[config.mk]
export PLATFORM = sky130hd
export DESIGN_NAME = mem_port_arbiter
export DESIGN_NICKNAME = d
export VERILOG_FILES = /design/src/rtl/mem_port_arbiter.sv
export SDC_FILE = /design/constraint.sdc
export NUM_CORES = 1
export LEC_CHECK = 0
export BUFFER_PORTS_ARGS = -buffer_cell sky130_fd_sc_hd__buf_2
export CAP_MARGIN = 25
export CORE_AREA = 5 5 104 106
export DETAILED_ROUTE_END_ITERATION = 10
export DIE_AREA = 0 0 109 111
export GPL_TIMING_DRIVEN = 0
export PLACE_DENSITY = 0.51
export SLEW_MARGIN = 20
export SYNTH_ARGS = -nofsm -noshare
export SYNTH_HDL_FRONTEND = slang
export SYNTH_SLANG_ARGS = --single-unit
[constraint.sdc]
create_clock -name clk -period 2.3 [get_ports clk]
set_input_delay 0.115 -clock clk [delete_from_list [all_inputs] [get_ports clk]]
set_output_delay 0.115 -clock clk [all_outputs]
set_load 0.05 [all_outputs]
[src/rtl/mem_port_arbiter.sv]
// mem_port_arbiter: shares one 2-cycle pipelined memory port between the
// instruction fetch path and the data load/store path. Data normally wins;
// a streak counter hands the port to a waiting fetch after MAX_STREAK
// consecutive data wins. Each accepted access carries a small owner tag
// down a two-entry pipeline so the returning data reaches the requester
// that issued it. Fetch accesses caught by a flush are dropped on return.
module mem_port_arbiter #(
    parameter int MAX_STREAK = 4,
    parameter int LATENCY    = 2
) (
    input  logic        clk,
    input  logic        rst,
    input  logic        clk_en,
    input  logic        if_req,
    input  logic [31:0] if_addr,
    input  logic        if_flush,
    output logic        if_gnt,
    output logic        if_rvalid,
    output logic [31:0] if_rdata,
    input  logic        d_req,
    input  logic [31:0] d_addr,
    input  logic [3:0]  d_we,
    input  logic [31:0] d_wdata,
    output logic        d_gnt,
    output logic        d_rvalid,
    output logic [31:0] d_rdata,
    output logic [31:0] mem_addr,
    output logic        mem_ren,
    output logic [3:0]  mem_wen,
    output logic [31:0] mem_wdata,
    input  logic [31:0] mem_rdata,
    output logic        busy
);

    // The tag pipeline depth is hard-wired to the memory read latency.
    generate
        if (LATENCY != 2) begin : g_latency_check
            $error("mem_port_arbiter: LATENCY must be 2");
        end
    endgenerate

    localparam int STREAK_W = (MAX_STREAK > 0) ? $clog2(MAX_STREAK + 1) : 1;
    localparam logic [STREAK_W-1:0] STREAK_MAX = STREAK_W'(MAX_STREAK);
    localparam logic [STREAK_W-1:0] STREAK_ONE = STREAK_W'(1);

    typedef struct packed {
        logic valid;
        logic owner;   // 0 = fetch, 1 = data
        logic kill;
    } tag_t;

    tag_t                tag_p1;
    tag_t                tag_p2;
    tag_t                tag_p2_next;
    logic [STREAK_W-1:0] streak;
    logic                streak_at_max;
    logic                fetch_win;
    logic                gnt_any;

    // Arbitration: data first, unless fetch is alone or has waited out the streak.
    always_comb begin
        streak_at_max = (MAX_STREAK != 0) && (streak == STREAK_MAX);
        fetch_win     = clk_en && if_req && !if_flush && (!d_req || streak_at_max);
        if_gnt        = fetch_win;
        d_gnt         = clk_en && d_req && !fetch_win;
        gnt_any       = if_gnt || d_gnt;
    end

    // Memory command follows whichever requester holds the grant; idle otherwise.
    always_comb begin
        mem_addr  = '0;
        mem_ren   = 1'b0;
        mem_wen   = '0;
        mem_wdata = '0;
        if (if_gnt) begin
            mem_addr = if_addr;
            mem_ren  = 1'b1;
        end else if (d_gnt) begin
            mem_addr  = d_addr;
            mem_ren   = (d_we == 4'h0);
            mem_wen   = d_we;
            mem_wdata = d_wdata;
        end
    end

    // A flush marks any fetch entry as killed while it moves down the pipe.
    always_comb begin
        tag_p2_next = tag_p1;
        if (if_flush && !tag_p1.owner) begin
            tag_p2_next.kill = 1'b1;
        end
    end

    // Tag pipeline: a new tag enters stage 1, stage 1 advances to stage 2.
    always_ff @(posedge clk or posedge rst) begin
        if (rst) begin
            tag_p1 <= '0;
            tag_p2 <= '0;
        end else if (clk_en) begin
            tag_p1 <= '{valid: gnt_any, owner: d_gnt, kill: 1'b0};
            tag_p2 <= tag_p2_next;
        end
    end

    // Streak of data wins while fetch waits; cleared once fetch wins or stops asking.
    always_ff @(posedge clk or posedge rst) begin
        if (rst) begin
            streak <= '0;
        end else if (clk_en) begin
            if (MAX_STREAK == 0 || if_gnt || !if_req || if_flush) begin
                streak <= '0;
            end else if (d_gnt && streak != STREAK_MAX) begin
                streak <= streak + STREAK_ONE;
            end
        end
    end

    // Return routing from the stage-2 tag; read data is zeroed when not valid.
    always_comb begin
        if_rvalid = clk_en && tag_p2.valid && !tag_p2.owner && !tag_p2.kill;
        d_rvalid  = clk_en && tag_p2.valid && tag_p2.owner;
        if_rdata  = if_rvalid ? mem_rdata : '0;
        d_rdata   = d_rvalid ? mem_rdata : '0;
        busy      = tag_p1.valid || tag_p2.valid;
    end

endmodule

==> tab_implementation.tex <==
\begin{tabular}{lr}
\hline
Metric & Value \\
\hline
\multicolumn{2}{l}{\textbf{Outcome}} \\
Run status & finished clean \\
\multicolumn{2}{l}{\textbf{Cells and area}} \\
Non-filler cells, final & 604 \\
Core occupancy in the finished layout & 0.3224 \\
Area growth from synthesis to final layout & 104.3\% \\
Ant. Diodes & 0 \\
Ratio of cells with drive above 1 in the final layout & 0.6348 \\
Count of filler cells inserted in the layout & 1065 \\
Net count of the finished layout & 613 \\
\multicolumn{2}{l}{\textbf{Placed design}} \\
Detailed-placement wirelength estimate & 7910 µm \\
Input/output buffers & 275 \\
Post-placement cell count & 600 \\
Gp weighted congestion & 0.7928 \\
Pre-CTS setup slack & 374.8 ps \\
\multicolumn{2}{l}{\textbf{Yosys}} \\
Net Count, Synth & 332 \\
Most used standard cells in the synthesized netlist & and2\_1 (100), a22o\_1 (33), buf\_6 (11) \\
Async S/R FF share, synth & 1.000 \\
Most common cell in the synthesized netlist & and2\_1 \\
Top cells by area in the synthesized netlist & and2\_1 (41\%), a22o\_1 (19\%), dfrtp\_1 (13\%), buf\_6 (8.1\%), ha\_1 (1.6\%) \\
Total number of yosys warnings & 0 \\
Cell taking the most area after synthesis & and2\_1 \\
Sequential share of the synthesized area & 0.1310 \\
Post-synth EDFFs & 0 \\
Syn Area/Cell & 7.957 µm² \\
Area fraction of the dominant cell type after synthesis & 0.4095 \\
Post-Syn Instances & 192 \\
Count of state elements after synthesis & 8 \\
Synth cell types & 29 \\
Cell area after synthesis & 1528 µm² \\
Most common flop cell mapped by yosys & dfrtp\_1 \\
\multicolumn{2}{l}{\textbf{Timing}} \\
Final number of setup-violating endpoints & 0 \\
Shortest clock period the worst path allows after layout & 2149 ps \\
Worst Setup Slack, final & 151.3 ps \\
Count of endpoints failing hold in the final timing report & 0 \\
Highest clock frequency the design can meet & 465.4 MHz \\
Worst hold slack & 205.0 ps \\
Pins Over Slew Limit & 0 \\
RSZ-0062 raised after global routing & false \\
Relative slew slack & 0.7437 \\
Slew at the pin closest to its max-slew limit & 382.4 ps \\
Final TNS setup & 0 ps \\
Clk\_skew & 4.132 ps \\
Share of the clock period used by the worst path after layout & 0.9342 \\
\multicolumn{2}{l}{\textbf{Power and ir drop}} \\
Leakage & 2.001 nW \\
Worst voltage drop across the vdd grid & 0.1250 mV \\
Power density over the cells & 388.5 nW/µm² \\
\multicolumn{2}{l}{\textbf{GRT}} \\
GR Util met1 & 0.1288 \\
Total congestion overflow & 0 \\
Global-route usage over all layers & 0.1264 \\
Grt met2 use & 0.2490 \\
Antenna violations before repair & 0 \\
Wire length of the first global-routing pass & 12330 µm \\
Most crowded layer after global routing & met2 \\
Largest net degree at the start of global routing & 11 \\
Vias in the first global route & 2368 \\
Global-route met3 utilization & 0.04776 \\
\multicolumn{2}{l}{\textbf{Floorplanning}} \\
Core Box Area & 9684 µm² \\
Horizontal extent of the die & 109 µm \\
Initial core utilization & 0.1578 \\
Full die area & 12100 µm² \\
Top-level port count & 276 \\
Number of core rows & 36 \\
Vertical extent of the die & 111 µm \\
\multicolumn{2}{l}{\textbf{Critical path}} \\
WS Path Type & flip-flop to output pin \\
Family of cells with the greatest summed delay on the critical path & buffers and inverters \\
Type of destination of the critical path & output pin \\
Buffering stage count on the worst path with inverters included & 3 \\
CP peak stage delay & 400 ps \\
Peak fanout along the critical path & 10 \\
Critical path, cell by cell & inv\_1 -> ha\_1 -> nand2\_1 -> a21oi\_4 -> buf\_6 -> a22o\_1 -> buf\_2 \\
Startpoint kind of the worst setup timing path & flip-flop \\
Arrival @ worst endpoint & 2030 ps \\
Data required, critical path & 2180 ps \\
Cell type of the slowest stage on the worst timing path & dfrtp\_1 \\
\multicolumn{2}{l}{\textbf{Drt}} \\
Detailed-route wire length per cell & 14.15 µm \\
Total number of vias & 2383 \\
Remaining antenna violation count & 0 \\
DRC violations left & 0 \\
Initial drt markers & 45 \\
Post-detailed-routing wire length & 8546 µm \\
First-pass iteration count of the detailed router & 4 \\
Detail-routed via count per cell & 3.945 \\
\multicolumn{2}{l}{\textbf{Clock network}} \\
Number of buffers added by the clock tree synthesis step & 3 \\
Clock tree from TritonCTS & done \\
Register clock-pin slew on the reported worst setup and hold paths & 40 ps \\
Hold\_buf cts & 1 \\
Clk Latency, worst-skew pair & 230 ps \\
Number of cells upsized or downsized after cts & 0 \\
Number of buffers inserted to repair setup after CTS & 0 \\
TritonCTS sink count & 8 \\
Clock root buffer & clkbuf\_8 \\
Clock buffer depth & 2 \\
H-tree lvl count & 1 \\
\multicolumn{2}{l}{\textbf{Worst hold path}} \\
Class of the worst hold path & input port to flip-flop \\
\multicolumn{2}{l}{\textbf{Flow run}} \\
Max\_cap viols & 0 \\
\hline
\end{tabular}
## path summary, 6_finish.rpt
check                                      start                    end  slack (ps)  cells after the start
setup / recovery           streak[0]$_DFFE_PP0P_            mem_addr[7]         150                      7
hold / removal                          if_flush  tag_p2[0]$_DFFE_PP0P_         210                      2
setup reg to reg           streak[0]$_DFFE_PP0P_  tag_p1[1]$_DFFE_PP0P_         910                      5
hold reg to reg            tag_p2[0]$_DFFE_PP0P_  tag_p2[0]$_DFFE_PP0P_         530                      1
max in group asynchronous                    rst  tag_p2[2]$_DFFE_PP0P_        1660                      3
min in group asynchronous                    rst  streak[2]$_DFFE_PP0P_         400                      3
## per-stage QoR
stage / power (mW) / area (µm²)
2_1_floorplan: 0.7769 / 1528
3_3_place_gp: 1.050 / 3070
3_5_place_dp: 1.057 / 3070
4_1_cts: 1.228 / 3122
5_1_grt: 1.278 / 3122
6_report: 1.213 / 3122
## cells by family after synthesis
logic type      count (synthesis)  share of synthesized area
simple gates                  117                     0.4840
compound gates                 42                     0.2473
buf+inv                        21                     0.1065
flops                           8                     0.1310
mux                             2                    0.01474
fa+ha+maj                       2                    0.01638
## where the power goes
| part | leakage, nW | total, mW | switching [mW] | internal, mW |
|---|---|---|---|---|
| clock network | 0.0216 | 0.166 | 0.0529 | 0.113 |
| logic | 1.88 | 0.885 | 0.621 | 0.264 |
| registers | 0.100 | 0.162 | 0.00908 | 0.153 |
| total | 2.00 | 1.21 | 0.683 | 0.530 |
## layer usage
layer | wire length (µm) | part of all wire | up-vias
met5 | 0 | 0 | -
met3 | 1155 | 0.14 | 2
met2 | 4340 | 0.51 | 168
met4 | 27 | 0.0032 | 0
met1 | 3023 | 0.35 | 1003
li1 | - | - | 1210
## flip-flops by register name, summed over array words and instances (netlist names)
| name | count |
|---|---|
| streak | 3 |
| tag_p2 | 3 |
| tag_p1 | 2 |
## area by class of cell
cell class,instances,area (µm²),area share
well taps,133,166.4,0.05331
flip-flops and latches,8,200.2,0.06413
multi-input cells,163,1165,0.3731
repair buffers,276,1386,0.4441
clock buffers,3,41.29,0.01323
inverters,4,15.01,0.004810
plain buffers,17,147.6,0.04729
## layout by cell type (no fill, tap or decap), types with 2 or more instances in the layout
cell type  instances
buf_2            276
and2_1           100
a22o_1            33
buf_6             11
dfrtp_1            8
clkbuf_1           5
inv_1              4
nor2_1             4
nand2_1            3
clkbuf_8           3
a21o_1             2
mux2_2             2
ha_1               2
Power figures use the tool's default switching activity.
